## src/rtl/flow_bram_readout_pkg.sv

```systemverilog
// Shared definitions for the flow-result BRAM readout: FSM encoding and the
// field positions of u and v inside a packed BRAM word.
package flow_bram_readout_pkg;

    typedef enum logic [1:0] {
        StIdle,
        StRead,
        StDrain,
        StDone
    } readout_state_e;

    // Packed word is {u, v}: field index times u_v_Bit_Size gives the LSB of each field.
    localparam int unsigned UvFieldU = 1;
    localparam int unsigned UvFieldV = 0;

endpackage

```

## src/rtl/flow_readout_fifo2.sv

```systemverilog
// Two-entry valid/ready FIFO that buffers BRAM read results ahead of the output
// port and reports its occupancy so the reader can meter its requests.
module flow_readout_fifo2 #(
    parameter int unsigned Width = 8
) (
    input  logic             clk,
    input  logic             reset,
    input  logic             in_valid,
    input  logic [Width-1:0] in_data,
    output logic             out_valid,
    input  logic             out_ready,
    output logic [Width-1:0] out_data,
    output logic [1:0]       occupancy
);

    logic [Width-1:0] mem_q [2];
    logic             wr_ptr_q;
    logic             rd_ptr_q;
    logic [1:0]       count_q;
    logic             push;
    logic             pop;

    assign out_valid = (count_q != 2'd0);
    assign out_data  = mem_q[rd_ptr_q];
    assign occupancy = count_q;
    assign pop       = out_valid && out_ready;
    assign push      = in_valid && ((count_q != 2'd2) || pop);

    always_ff @(posedge clk or posedge reset) begin
        if (reset) begin
            mem_q[0] <= '0;
            mem_q[1] <= '0;
            wr_ptr_q <= 1'b0;
            rd_ptr_q <= 1'b0;
            count_q  <= 2'd0;
        end else begin
            if (push) begin
                mem_q[wr_ptr_q] <= in_data;
                wr_ptr_q        <= ~wr_ptr_q;
            end
            if (pop) begin
                rd_ptr_q <= ~rd_ptr_q;
            end
            case ({push, pop})
                2'b10:   count_q <= count_q + 2'd1;
                2'b01:   count_q <= count_q - 2'd1;
                default: count_q <= count_q;
            endcase
        end
    end

endmodule

```

## src/rtl/flow_bram_readout.sv

```systemverilog
// Scans the u/v flow BRAM row-major and streams {u,v,x,y,sof,eol,eof} beats over
// valid/ready. Define FLOW_READOUT_STATS_EN to add the stat_nonzero_cnt counter.
module flow_bram_readout
    import flow_bram_readout_pkg::*;
#(
    parameter int unsigned u_v_Bit_Size              = 10,
    parameter int unsigned BRAM_Height               = 240,
    parameter int unsigned BRAM_Width                = 320,
    parameter int unsigned BRAM_Height_Bit_Size      = $clog2(BRAM_Height),
    parameter int unsigned BRAM_Width_Bit_Size       = $clog2(BRAM_Width),
    parameter int unsigned BRAM_Data_Bit_Size_for_uv = u_v_Bit_Size * 2,
    parameter int unsigned BRAM_Address_Bit_Size     = $clog2(BRAM_Height * BRAM_Width)
) (
    input  logic                                 clk,
    input  logic                                 reset,
    input  logic                                 start,
    output logic                                 busy,
    output logic                                 done,
    output logic                                 bram_rd_en,
    output logic [BRAM_Address_Bit_Size-1:0]     bram_rd_addr,
    input  logic [BRAM_Data_Bit_Size_for_uv-1:0] bram_rd_data,
    output logic                                 out_valid,
    input  logic                                 out_ready,
    output logic signed [u_v_Bit_Size-1:0]       out_u,
    output logic signed [u_v_Bit_Size-1:0]       out_v,
    output logic [BRAM_Width_Bit_Size-1:0]       out_x,
    output logic [BRAM_Height_Bit_Size-1:0]      out_y,
    output logic                                 out_sof,
    output logic                                 out_eol,
    output logic                                 out_eof
`ifdef FLOW_READOUT_STATS_EN
    ,
    output logic [BRAM_Address_Bit_Size:0]       stat_nonzero_cnt
`endif
);

    localparam int unsigned UW = u_v_Bit_Size;
    localparam int unsigned DW = BRAM_Data_Bit_Size_for_uv;
    localparam int unsigned XW = BRAM_Width_Bit_Size;
    localparam int unsigned YW = BRAM_Height_Bit_Size;
    localparam int unsigned AW = BRAM_Address_Bit_Size;
    localparam int unsigned PW = DW + XW + YW + 3;

    readout_state_e state_q, state_d;

    logic [XW-1:0] x_q;
    logic [YW-1:0] y_q;
    logic [AW-1:0] addr_q;
    logic          inflight_q;
    logic [XW-1:0] pend_x_q;
    logic [YW-1:0] pend_y_q;
    logic          pend_sof_q, pend_eol_q, pend_eof_q;

    logic          start_acc;
    logic          x_last, y_last, scan_last;
    logic          credit_ok, drain_empty;
    logic          fifo_pop;
    logic [1:0]    occupancy;
    logic [PW-1:0] fifo_in, fifo_out;

    assign start_acc = (state_q == StIdle) && start;
    assign x_last    = (x_q == XW'(BRAM_Width - 1));
    assign y_last    = (y_q == YW'(BRAM_Height - 1));
    assign scan_last = x_last && y_last;
    assign fifo_pop  = out_valid && out_ready;

    // A beat leaving this cycle frees its slot, which keeps one beat per cycle flowing.
    assign credit_ok   = ({1'b0, occupancy} + {2'b0, inflight_q}) < (3'd2 + {2'b0, fifo_pop});
    assign drain_empty = !inflight_q &&
                         ((occupancy == 2'd0) || ((occupancy == 2'd1) && fifo_pop));

    always_comb begin
        state_d    = state_q;
        bram_rd_en = 1'b0;
        unique case (state_q)
            StIdle:  if (start) state_d = StRead;
            StRead: begin
                if (credit_ok) begin
                    bram_rd_en = 1'b1;
                    if (scan_last) state_d = StDrain;
                end
            end
            StDrain: if (drain_empty) state_d = StDone;
            StDone:  state_d = StIdle;
            default: state_d = StIdle;
        endcase
    end

    assign busy         = (state_q != StIdle);
    assign done         = (state_q == StDone);
    assign bram_rd_addr = addr_q;

    always_ff @(posedge clk or posedge reset) begin
        if (reset) begin
            state_q    <= StIdle;
            x_q        <= '0;
            y_q        <= '0;
            addr_q     <= '0;
            inflight_q <= 1'b0;
            pend_x_q   <= '0;
            pend_y_q   <= '0;
            pend_sof_q <= 1'b0;
            pend_eol_q <= 1'b0;
            pend_eof_q <= 1'b0;
        end else begin
            state_q    <= state_d;
            inflight_q <= bram_rd_en;
            if (start_acc) begin
                x_q    <= '0;
                y_q    <= '0;
                addr_q <= '0;
            end else if (bram_rd_en) begin
                // Position markers travel alongside the read so they meet the data.
                pend_x_q   <= x_q;
                pend_y_q   <= y_q;
                pend_sof_q <= (x_q == '0) && (y_q == '0);
                pend_eol_q <= x_last;
                pend_eof_q <= scan_last;
                addr_q     <= addr_q + AW'(1);
                if (x_last) begin
                    x_q <= '0;
                    y_q <= y_q + YW'(1);
                end else begin
                    x_q <= x_q + XW'(1);
                end
            end
        end
    end

    assign fifo_in = {pend_eof_q, pend_eol_q, pend_sof_q, pend_y_q, pend_x_q, bram_rd_data};

    flow_readout_fifo2 #(
        .Width (PW)
    ) u_fifo (
        .clk       (clk),
        .reset     (reset),
        .in_valid  (inflight_q),
        .in_data   (fifo_in),
        .out_valid (out_valid),
        .out_ready (out_ready),
        .out_data  (fifo_out),
        .occupancy (occupancy)
    );

    assign out_u   = fifo_out[UvFieldU*UW +: UW];
    assign out_v   = fifo_out[UvFieldV*UW +: UW];
    assign out_x   = fifo_out[DW +: XW];
    assign out_y   = fifo_out[DW+XW +: YW];
    assign out_sof = fifo_out[DW+XW+YW];
    assign out_eol = fifo_out[DW+XW+YW+1];
    assign out_eof = fifo_out[DW+XW+YW+2];

`ifdef FLOW_READOUT_STATS_EN
    logic [AW:0] stat_q;

    always_ff @(posedge clk or posedge reset) begin
        if (reset) begin
            stat_q <= '0;
        end else if (start_acc) begin
            stat_q <= '0;
        end else if (fifo_pop && ((out_u != '0) || (out_v != '0))) begin
            stat_q <= stat_q + (AW+1)'(1);
        end
    end

    assign stat_nonzero_cnt = stat_q;
`endif

endmodule

```

## config.mk

```make
export PLATFORM = sky130hd
export DESIGN_NAME = flow_bram_readout
export DESIGN_NICKNAME = d
export VERILOG_FILES = /design/src/rtl/flow_bram_readout_pkg.sv /design/src/rtl/flow_readout_fifo2.sv /design/src/rtl/flow_bram_readout.sv
export SDC_FILE = /design/constraint.sdc
export NUM_CORES = 1
export LEC_CHECK = 0
export ABC_CLOCK_PERIOD_IN_PS = 5300
export CORE_UTILIZATION = 55
export DETAILED_ROUTE_END_ITERATION = 8
export PLACE_DENSITY_LB_ADDON = 0.3
export SLEW_MARGIN = 20
export SYNTH_ARGS = -nofsm -noshare
export SYNTH_HDL_FRONTEND = slang
export SYNTH_SLANG_ARGS = --single-unit
```

## constraint.sdc

```tcl
create_clock -name clk -period 5.3 [get_ports clk]
set_clock_uncertainty 0.15 [all_clocks]
set_input_delay 1.06 -clock clk [delete_from_list [all_inputs] [get_ports clk]]
set_output_delay 1.06 -clock clk [all_outputs]
set_load 0.05 [all_outputs]
```

==> metrics.md, run 1 <==
| Metric | Value |
|---|---|
| Met2 wire length | `between 7 and 8 mm` |
| Power share of the sequential group | `about a third` |
| Max layer used | `met4` |
| Root Buffer | `clkbuf_16` |
| P_int | `between 0.002 and 0.003 W` |
| Outcome | `complete, but fails checks` |
| Pin count of the biggest net entering global routing | `around 120` |
| Hold Crit Endpoint | `u_fifo.mem_q[76]` |
| Ports | `85` |
| Max_cap viols | `0` |
| Port Buf Inserts | `84` |
| Pwr per Cell Area | `just under 600 nW/um2` |
| Top post-synthesis cells by area | `dfrtp_1 (53%), mux2_2 (23%), ha_1 (2.8%)` |
| F_max | `about 260 MHz` |
| Diode count | `0` |
| Max-slew headroom | `24.6%` |
| Hold Crit Class | `register to register` |
| Detail Placement HPWL | `8.77 mm` |
| Slew at the pin closest to its max-slew limit | `between 1 and 1.5 ns` |
| Worst path bufs/invs | `1` |
| Worst path max stage delay | `slightly above 1 ns` |
| VDD IR max | `around 0.33 mV` |
| Net Sw Power | `around 0.0018 W` |
| Setup CP Type | `register to output port` |
| Cell Area, Synth | `6610 um2` |
| FF-to-FF End | `pend_x_q[3]` |
| Clk slew on worst S/H paths | `about 0.050 ns` |
| Critical path, cell by cell | `mux2_2, clkdlybuf4s50_1` |
| Crit. End Element | `output port` |
| Initial antenna violation count | `0` |
| First-pass GRT wire length | `roughly 23 mm` |
| Yosys top cell area share | `53.4%` |
| Register bit total from synthesis | `between 100 and 150` |
| Final Slew Violations | `0` |
| Wirelength per Cell | `around 18 um` |
| Sw frac | `about 38%` |
| Final Hold Vio Count | `0` |
| Global route total overflow | `0` |
| CTS tree | `built` |
| Core Area | `11600 um2` |
| Mapped Nets | `570` |
| WP data arrival | `between 2 and 3 ns` |
| EDFF count, synth | `0` |
| Final instance area | `about 8200 um2` |
| Hold_sp | `u_fifo.mem_q[76]` |
| Reg2reg start | `inflight_q` |
| Synth Instances | `between 500 and 600` |
| Synth cell count leaders | `dfrtp_1 (141), mux2_2 (132), o21ai_0 (28)` |
| Primary FF master, synth | `dfrtp_1` |
| Initial core utilization | `~57%` |
| Netlist cell types | `51` |
| Fill cells | `approximately 800` |
| All-Layer GR Usage | `24.0%` |
| Area leader, netlist | `dfrtp_1` |
| Vias | `4551` |
| Vias in the first global route | `roughly 4700` |
| Fin crit share | `slightly above 70%` |
| Placer's final routability congestion estimate | `0.825` |
| CTS Buffer Depth | `2` |
| Fin crit period | `3.82 ns` |
| Htree depth | `4` |
| Met3 WL | `around 670 um` |
| Crit path max fanout | `41` |
| Setup bufs post-CTS | `0` |
| Gate power share | `approximately two fifths` |
| Leakage Power | `3.70 nW` |
| Clk pwr share | `between 20% and 30%` |
| Post-CTS sizing | `0` |
| Crit-path slowest cell | `dfrtp_2` |
| Setup slack after layout | `about 1.5 ns` |
| M1 WL | `approximately 5.8 mm` |
| Mean Syn Cell Area | `around 12 um2` |
| Fraction of layout cells with a size suffix above 1 | `between 20% and 30%` |
| Setup crit start kind | `register` |
| Dpl ws | `approximately 1.6 ns` |
| Area post-placement | `roughly 7600 um2` |
| Area grow syn2layout | `24.5%` |
| # hold bufs at CTS | `0` |
| Final wirelength | `around 14 mm` |
| R2R depth | `7` |
| RSZ-0062 raised after global routing | `false` |
| Total CTS buffers | `17` |
| TNS Setup | `0 ns` |
| First-pass DRT Iterations | `7` |
| Worst-skew pair later-pin latency | `0.42 ns` |
| Num rows | `39` |
| Sequential share of the synthesized area | `between 50% and 60%` |
| Full die area | `12500 um2` |
| Routed Antenna Nets | `0` |
| Setup violators final | `0` |
| Most frequent cell after synthesis | `dfrtp_1` |
| Worst EP required | `4.09 ns` |
| Hold Path Depth | `1` |
| Delay-heaviest family, CP | `flip-flops` |
| Clock sinks | `about 140` |
| Vias per cell | `approximately 5.9` |
| Reg2reg setup slack | `around 2.1 ns` |
| WHS | `0.350 ns` |
| Failing checks | `design-rule violations` |
| Yosys warnings | `0` |
| Nets | `about 650` |
| Die Y | `about 110 um` |
| Initial DRC count | `between 200 and 300` |
| Share of flip-flops with an asynchronous set or reset | `100%` |
| Chip width | `~110 um` |
| Overall power after layout | `0.00475 W` |
| Drt drc | `11` |
power by group through the flow:
stage          registers, W  logic [W]  clock network, W
2_1_floorplan       0.00149    0.00150                 0
4_1_cts             0.00156    0.00200           0.00122
6_report            0.00155    0.00199           0.00121
5_1_grt             0.00159    0.00211           0.00128
3_3_place_gp        0.00155    0.00193                 0
3_5_place_dp        0.00157    0.00198                 0
cell type report:
type / count / area, um2 / share of cell area, %
inverters: 17 / 68.8 / 0.837
well taps: 143 / 179 / 2.18
flip-flops and latches: 141 / 3530 / 42.9
clock buffers: 25 / 495 / 6.03
clock inverters: 6 / 108 / 1.31
repair buffers: 92 / 951 / 11.6
multi-input cells: 346 / 2890 / 35.2
cells in the final DEF, fill, tap and decap left out, types with 4 or more instances in the layout:
cell / instances
buf_4: 6
dfrtp_1: 140
nor3_1: 5
nand3_1: 14
clkbuf_1: 4
mux2_2: 132
nand4_1: 6
o21ai_0: 28
o2111ai_1: 4
or3_1: 8
ha_1: 15
nand2_1: 20
or4_1: 4
xnor2_1: 6
and3_1: 8
nor2_1: 17
clkbuf_16: 17
xor2_1: 7
clkbuf_8: 4
a21oi_1: 22
inv_1: 16
o211ai_1: 5
clkdlybuf4s50_1: 83
sequential cells by signal (all words and copies together) (netlist names):
signal,cells
x_q,9
y_q,8
pend_x_q,9
bram_rd_addr,17
pend_eol_q,1
u_fifo.occupancy,2
u_fifo.mem_q,80
u_fifo.wr_ptr_q,1
pend_y_q,8
inflight_q,1
pend_sof_q,1
pend_eof_q,1
u_fifo.rd_ptr_q,1
state_q,2
worst max-delay path by stage:
stage / start / to / slack, ns / depth (start not counted)
after floorplan: reset / bram_rd_addr[0] / 0.31 / 1
after global placement: out_ready / u_fifo.mem_q[63] / 1.53 / 5
after detailed placement: out_ready / u_fifo.mem_q[58] / 1.64 / 6
after CTS: u_fifo.rd_ptr_q / out_y[6] / 1.47 / 2
after global routing: u_fifo.rd_ptr_q / out_y[5] / 1.41 / 2
final: u_fifo.rd_ptr_q / out_u[7] / 1.48 / 2
routing by layer:
| metal | track usage, % | vias to the layer above |
|---|---|---|
| li1 | - | 2115 |
| met4 | 9.37 | 0 |
| met2 | 41.8 | 133 |
| met5 | 0 | - |
| met3 | 5.33 | 21 |
| met1 | 29.0 | 2282 |
kinds of logic after synthesis:
kind of cell | count (synthesis) | share of synthesized area, %
flip-flops | 141 | 53.4
AND/OR/NAND/NOR | 102 | 8.43
buffers and inverters | 44 | 2.99
XOR/XNOR | 13 | 1.72
adder cells (fa/ha/maj) | 15 | 2.84
AO/OA/AOI/OAI | 81 | 7.65
multiplexers | 135 | 23.0
per-stage QoR:
| step | utilization [%] | instances |
|---|---|---|
| finish | 71.1 | 770 |
| global placement | 65.4 | 737 |
| CTS | 70.9 | 769 |
| detailed placement | 65.6 | 738 |
| floorplan | - | 531 |
| global route | 71.1 | 770 |
worst register-to-register path, delay by kind of cell (launching register included):
family          cells  cell delay (ns)
fa+ha+maj           2             0.52
buf+inv             1             0.25
simple gates        2             1.14
compound gates      1             0.18
mux                 1             0.41
flops               1             0.41
Power figures use the tool's default switching activity.
==> run 2: changes to the inputs <==
--- a/config.mk
+++ b/config.mk
@@ -5,7 +5,7 @@
 export SDC_FILE = /design/constraint.sdc
 export NUM_CORES = 1
 export LEC_CHECK = 0
-export ABC_CLOCK_PERIOD_IN_PS = 5300
+export ABC_CLOCK_PERIOD_IN_PS = 3650
 export CORE_UTILIZATION = 55
 export DETAILED_ROUTE_END_ITERATION = 8
 export PLACE_DENSITY_LB_ADDON = 0.3
==> constraint.sdc (replaced) <==
create_clock -name clk -period 3.65 [get_ports clk]
set_clock_uncertainty 0.15 [all_clocks]
set_input_delay 0.73 -clock clk [delete_from_list [all_inputs] [get_ports clk]]
set_output_delay 0.73 -clock clk [all_outputs]
set_load 0.05 [all_outputs]
==> metrics.md, run 2 (same netlist as run 1, synthesis figures left out) <==
| Metric | Value |
|---|---|
| Full die area | `12500 um2 (unchanged)` |
| Ports | `85 (unchanged)` |
| Vias | `4612 (was 4551)` |
| Num rows | `39 (unchanged)` |
| First-pass DRT Iterations | `9 (was 7)` |
| WHS | `0.351 ns (was 0.350 ns)` |
| Root Buffer | `clkbuf_16 (unchanged)` |
| Chip width | `112 um (unchanged)` |
| Final Hold Vio Count | `0 (unchanged)` |
| Vias in the first global route | `4953 (was 4742)` |
| Dpl ws | `0.584 ns (was 1.64 ns)` |
| Nets | `658 (was 654)` |
| Total CTS buffers | `17 (unchanged)` |
| Pwr per Cell Area | `861 nW/um2 (was 578 nW/um2)` |
| Port Buf Inserts | `84 (unchanged)` |
| Initial core utilization | `57.1% (unchanged)` |
| Storage cell area | `3530 um2 (unchanged)` |
| Initial DRC count | `275 (was 295)` |
| Setup bufs post-CTS | `0 (unchanged)` |
| Worst-skew pair later-pin latency | `0.41 ns (was 0.42 ns)` |
| Hold_sp | `u_fifo.mem_q[8] (was u_fifo.mem_q[76])` |
| F_max | `between 300 and 400 MHz` |
| Reg2reg start | `u_fifo.occupancy[0] (was inflight_q)` |
| First-pass GRT wire length | `24.6 mm (was 23.5 mm)` |
| Wirelength per Cell | `18.6 um (was 17.8 um)` |
| Fill cells | `762 (was 791)` |
| TNS Setup | `0 ns (unchanged)` |
| Slew at the pin closest to its max-slew limit | `0.819 ns (was 1.12 ns)` |
| Fin crit share | `88.9%` |
| Leakage Power | `3.75 nW (was 3.70 nW)` |
| Most frequent cells in the layout | `dfrtp_1 (140), mux2_2 (132), clkdlybuf4s50_1 (83) (unchanged)` |
| # hold bufs at CTS | `0 (unchanged)` |
| Fin crit period | `between 3 and 4 ns` |
| Routed Antenna Nets | `0 (unchanged)` |
| Max reg flops | `80 (unchanged)` |
| FF-to-FF End | `bram_rd_addr[9] (was pend_x_q[3])` |
| Max-slew headroom | `45.3% (was 24.6%)` |
| Die Y | `112 um (unchanged)` |
| RSZ-0062 raised after global routing | `false (unchanged)` |
| Core Area | `11600 um2 (unchanged)` |
| Drt drc | `12 (was 11)` |
| Crit path max fanout | `30 (was 41)` |
| WP data arrival | `2.37 ns (was 2.61 ns)` |
| Initial antenna violation count | `0 (unchanged)` |
| All-Layer GR Usage | `25.4% (was 24.0%)` |
| Overall power after layout | `0.00719 W (was 0.00475 W)` |
| R2R depth | `7 (unchanged)` |
| Setup violators final | `0 (unchanged)` |
| Top reg by flops | `u_fifo.mem_q (unchanged)` |
| Setup crit start kind | `register (unchanged)` |
| Area taken by multi-input logic gates | `2900 um2 (was 2890 um2)` |
| Setup slack after layout | `0.404 ns (was 1.48 ns)` |
| Hold Path Depth | `1 (unchanged)` |
| Post-CTS sizing | `0 (unchanged)` |
| Reg2reg setup slack | `0.78 ns (was 2.14 ns)` |
| Diode count | `0 (unchanged)` |
| Detail Placement HPWL | `9.20 mm (was 8.77 mm)` |
| Final wirelength | `14.4 mm (was 13.7 mm)` |
| Commonest non-fill, non-tap cell in the layout | `dfrtp_1 (unchanged)` |
| Setup CP Type | `register to output port (unchanged)` |
| Clk slew on worst S/H paths | `0.06 ns (was 0.05 ns)` |
| Area grow syn2layout | `26.3% (was 24.5%)` |
| CTS tree | `built (unchanged)` |
| Vias per cell | `5.95 (was 5.91)` |
| Crit. End Element | `output port (unchanged)` |
| Max_cap viols | `0 (unchanged)` |
| Fraction of layout cells with a size suffix above 1 | `29.7% (was 28.5%)` |
| Clock sinks | `141 (unchanged)` |
| Hold Crit Class | `register to register (unchanged)` |
| Pin count of the biggest net entering global routing | `72 (was 115)` |
| Outcome | `complete, but fails checks (unchanged)` |
| Placer's final routability congestion estimate | `0.816 (was 0.825)` |
| Global route total overflow | `0 (unchanged)` |
| Worst EP required | `2.77 ns (was 4.09 ns)` |
| Final core occ | `72.2% (was 71.1%)` |
| Hold Crit Endpoint | `u_fifo.mem_q[8] (was u_fifo.mem_q[76])` |
| CTS Buffer Depth | `2 (unchanged)` |
| VDD IR max | `0.387 mV (was 0.327 mV)` |
| Failing checks | `design-rule violations (unchanged)` |
| Final Slew Violations | `0 (unchanged)` |
| Htree depth | `4 (unchanged)` |
## run 2: how the worst max path moves through the flow
stage / startpoint / to / slack [ns] / cells past startpoint
floorplan: u_fifo.occupancy[0] / bram_rd_en / 0.82 / 6
global placement: out_ready / bram_rd_addr[9] / 0.76 / 6
detailed placement: out_ready / bram_rd_addr[9] / 0.58 / 6
CTS: u_fifo.rd_ptr_q / out_y[1] / 0.38 / 3
global route: u_fifo.rd_ptr_q / out_y[1] / 0.32 / 3
finish: u_fifo.rd_ptr_q / out_v[5] / 0.40 / 3
## run 2: final cells by class
cell class | instances | share of cell area [%]
Tap cell | 143 | 2.14
Sequential cell | 141 | 42.3
Clock buffer | 18 | 5.14
Timing Repair Buffer | 96 | 12.0
Clock inverter | 14 | 2.88
Inverter | 17 | 0.810
Multi-Input combinational cell | 346 | 34.7
## run 2: routing by layer
layer | vias to the layer above | routed length, um | GRT usage [%]
met5 | - | 0 | 0
met3 | 31 | 719 | 5.44
met4 | 0 | 382 | 12.7
met1 | 2329 | 5980 | 30.1
met2 | 149 | 7300 | 44.0
li1 | 2103 | - | -
## run 2: where the power goes
| group | switching [W] | internal, W | total (W) | leakage (nW) |
|---|---|---|---|---|
| Clock | 0.000659 | 0.00128 | 0.00194 | 0.321 |
| Sequential | 0.000261 | 0.00194 | 0.00220 | 1.86 |
| Combinational | 0.00178 | 0.00126 | 0.00304 | 1.57 |
| Total | 0.00270 | 0.00448 | 0.00719 | 3.75 |
## run 2: per-stage QoR
| stage | instance area [um2] | std cells |
|---|---|---|
| 2_1_floorplan | 6610 | 531 |
| 3_3_place_gp | 7670 | 743 |
| 3_5_place_dp | 7670 | 743 |
| 4_1_cts | 8340 | 775 |
| 5_1_grt | 8350 | 775 |
| 6_report | 8350 | 775 |
## run 2: critical path, cell delays in order, from the launching register on
cell             delay [ns]
dfrtp_2                0.56
buf_12                 0.26
mux2_2                 0.37
clkdlybuf4s50_1        0.73
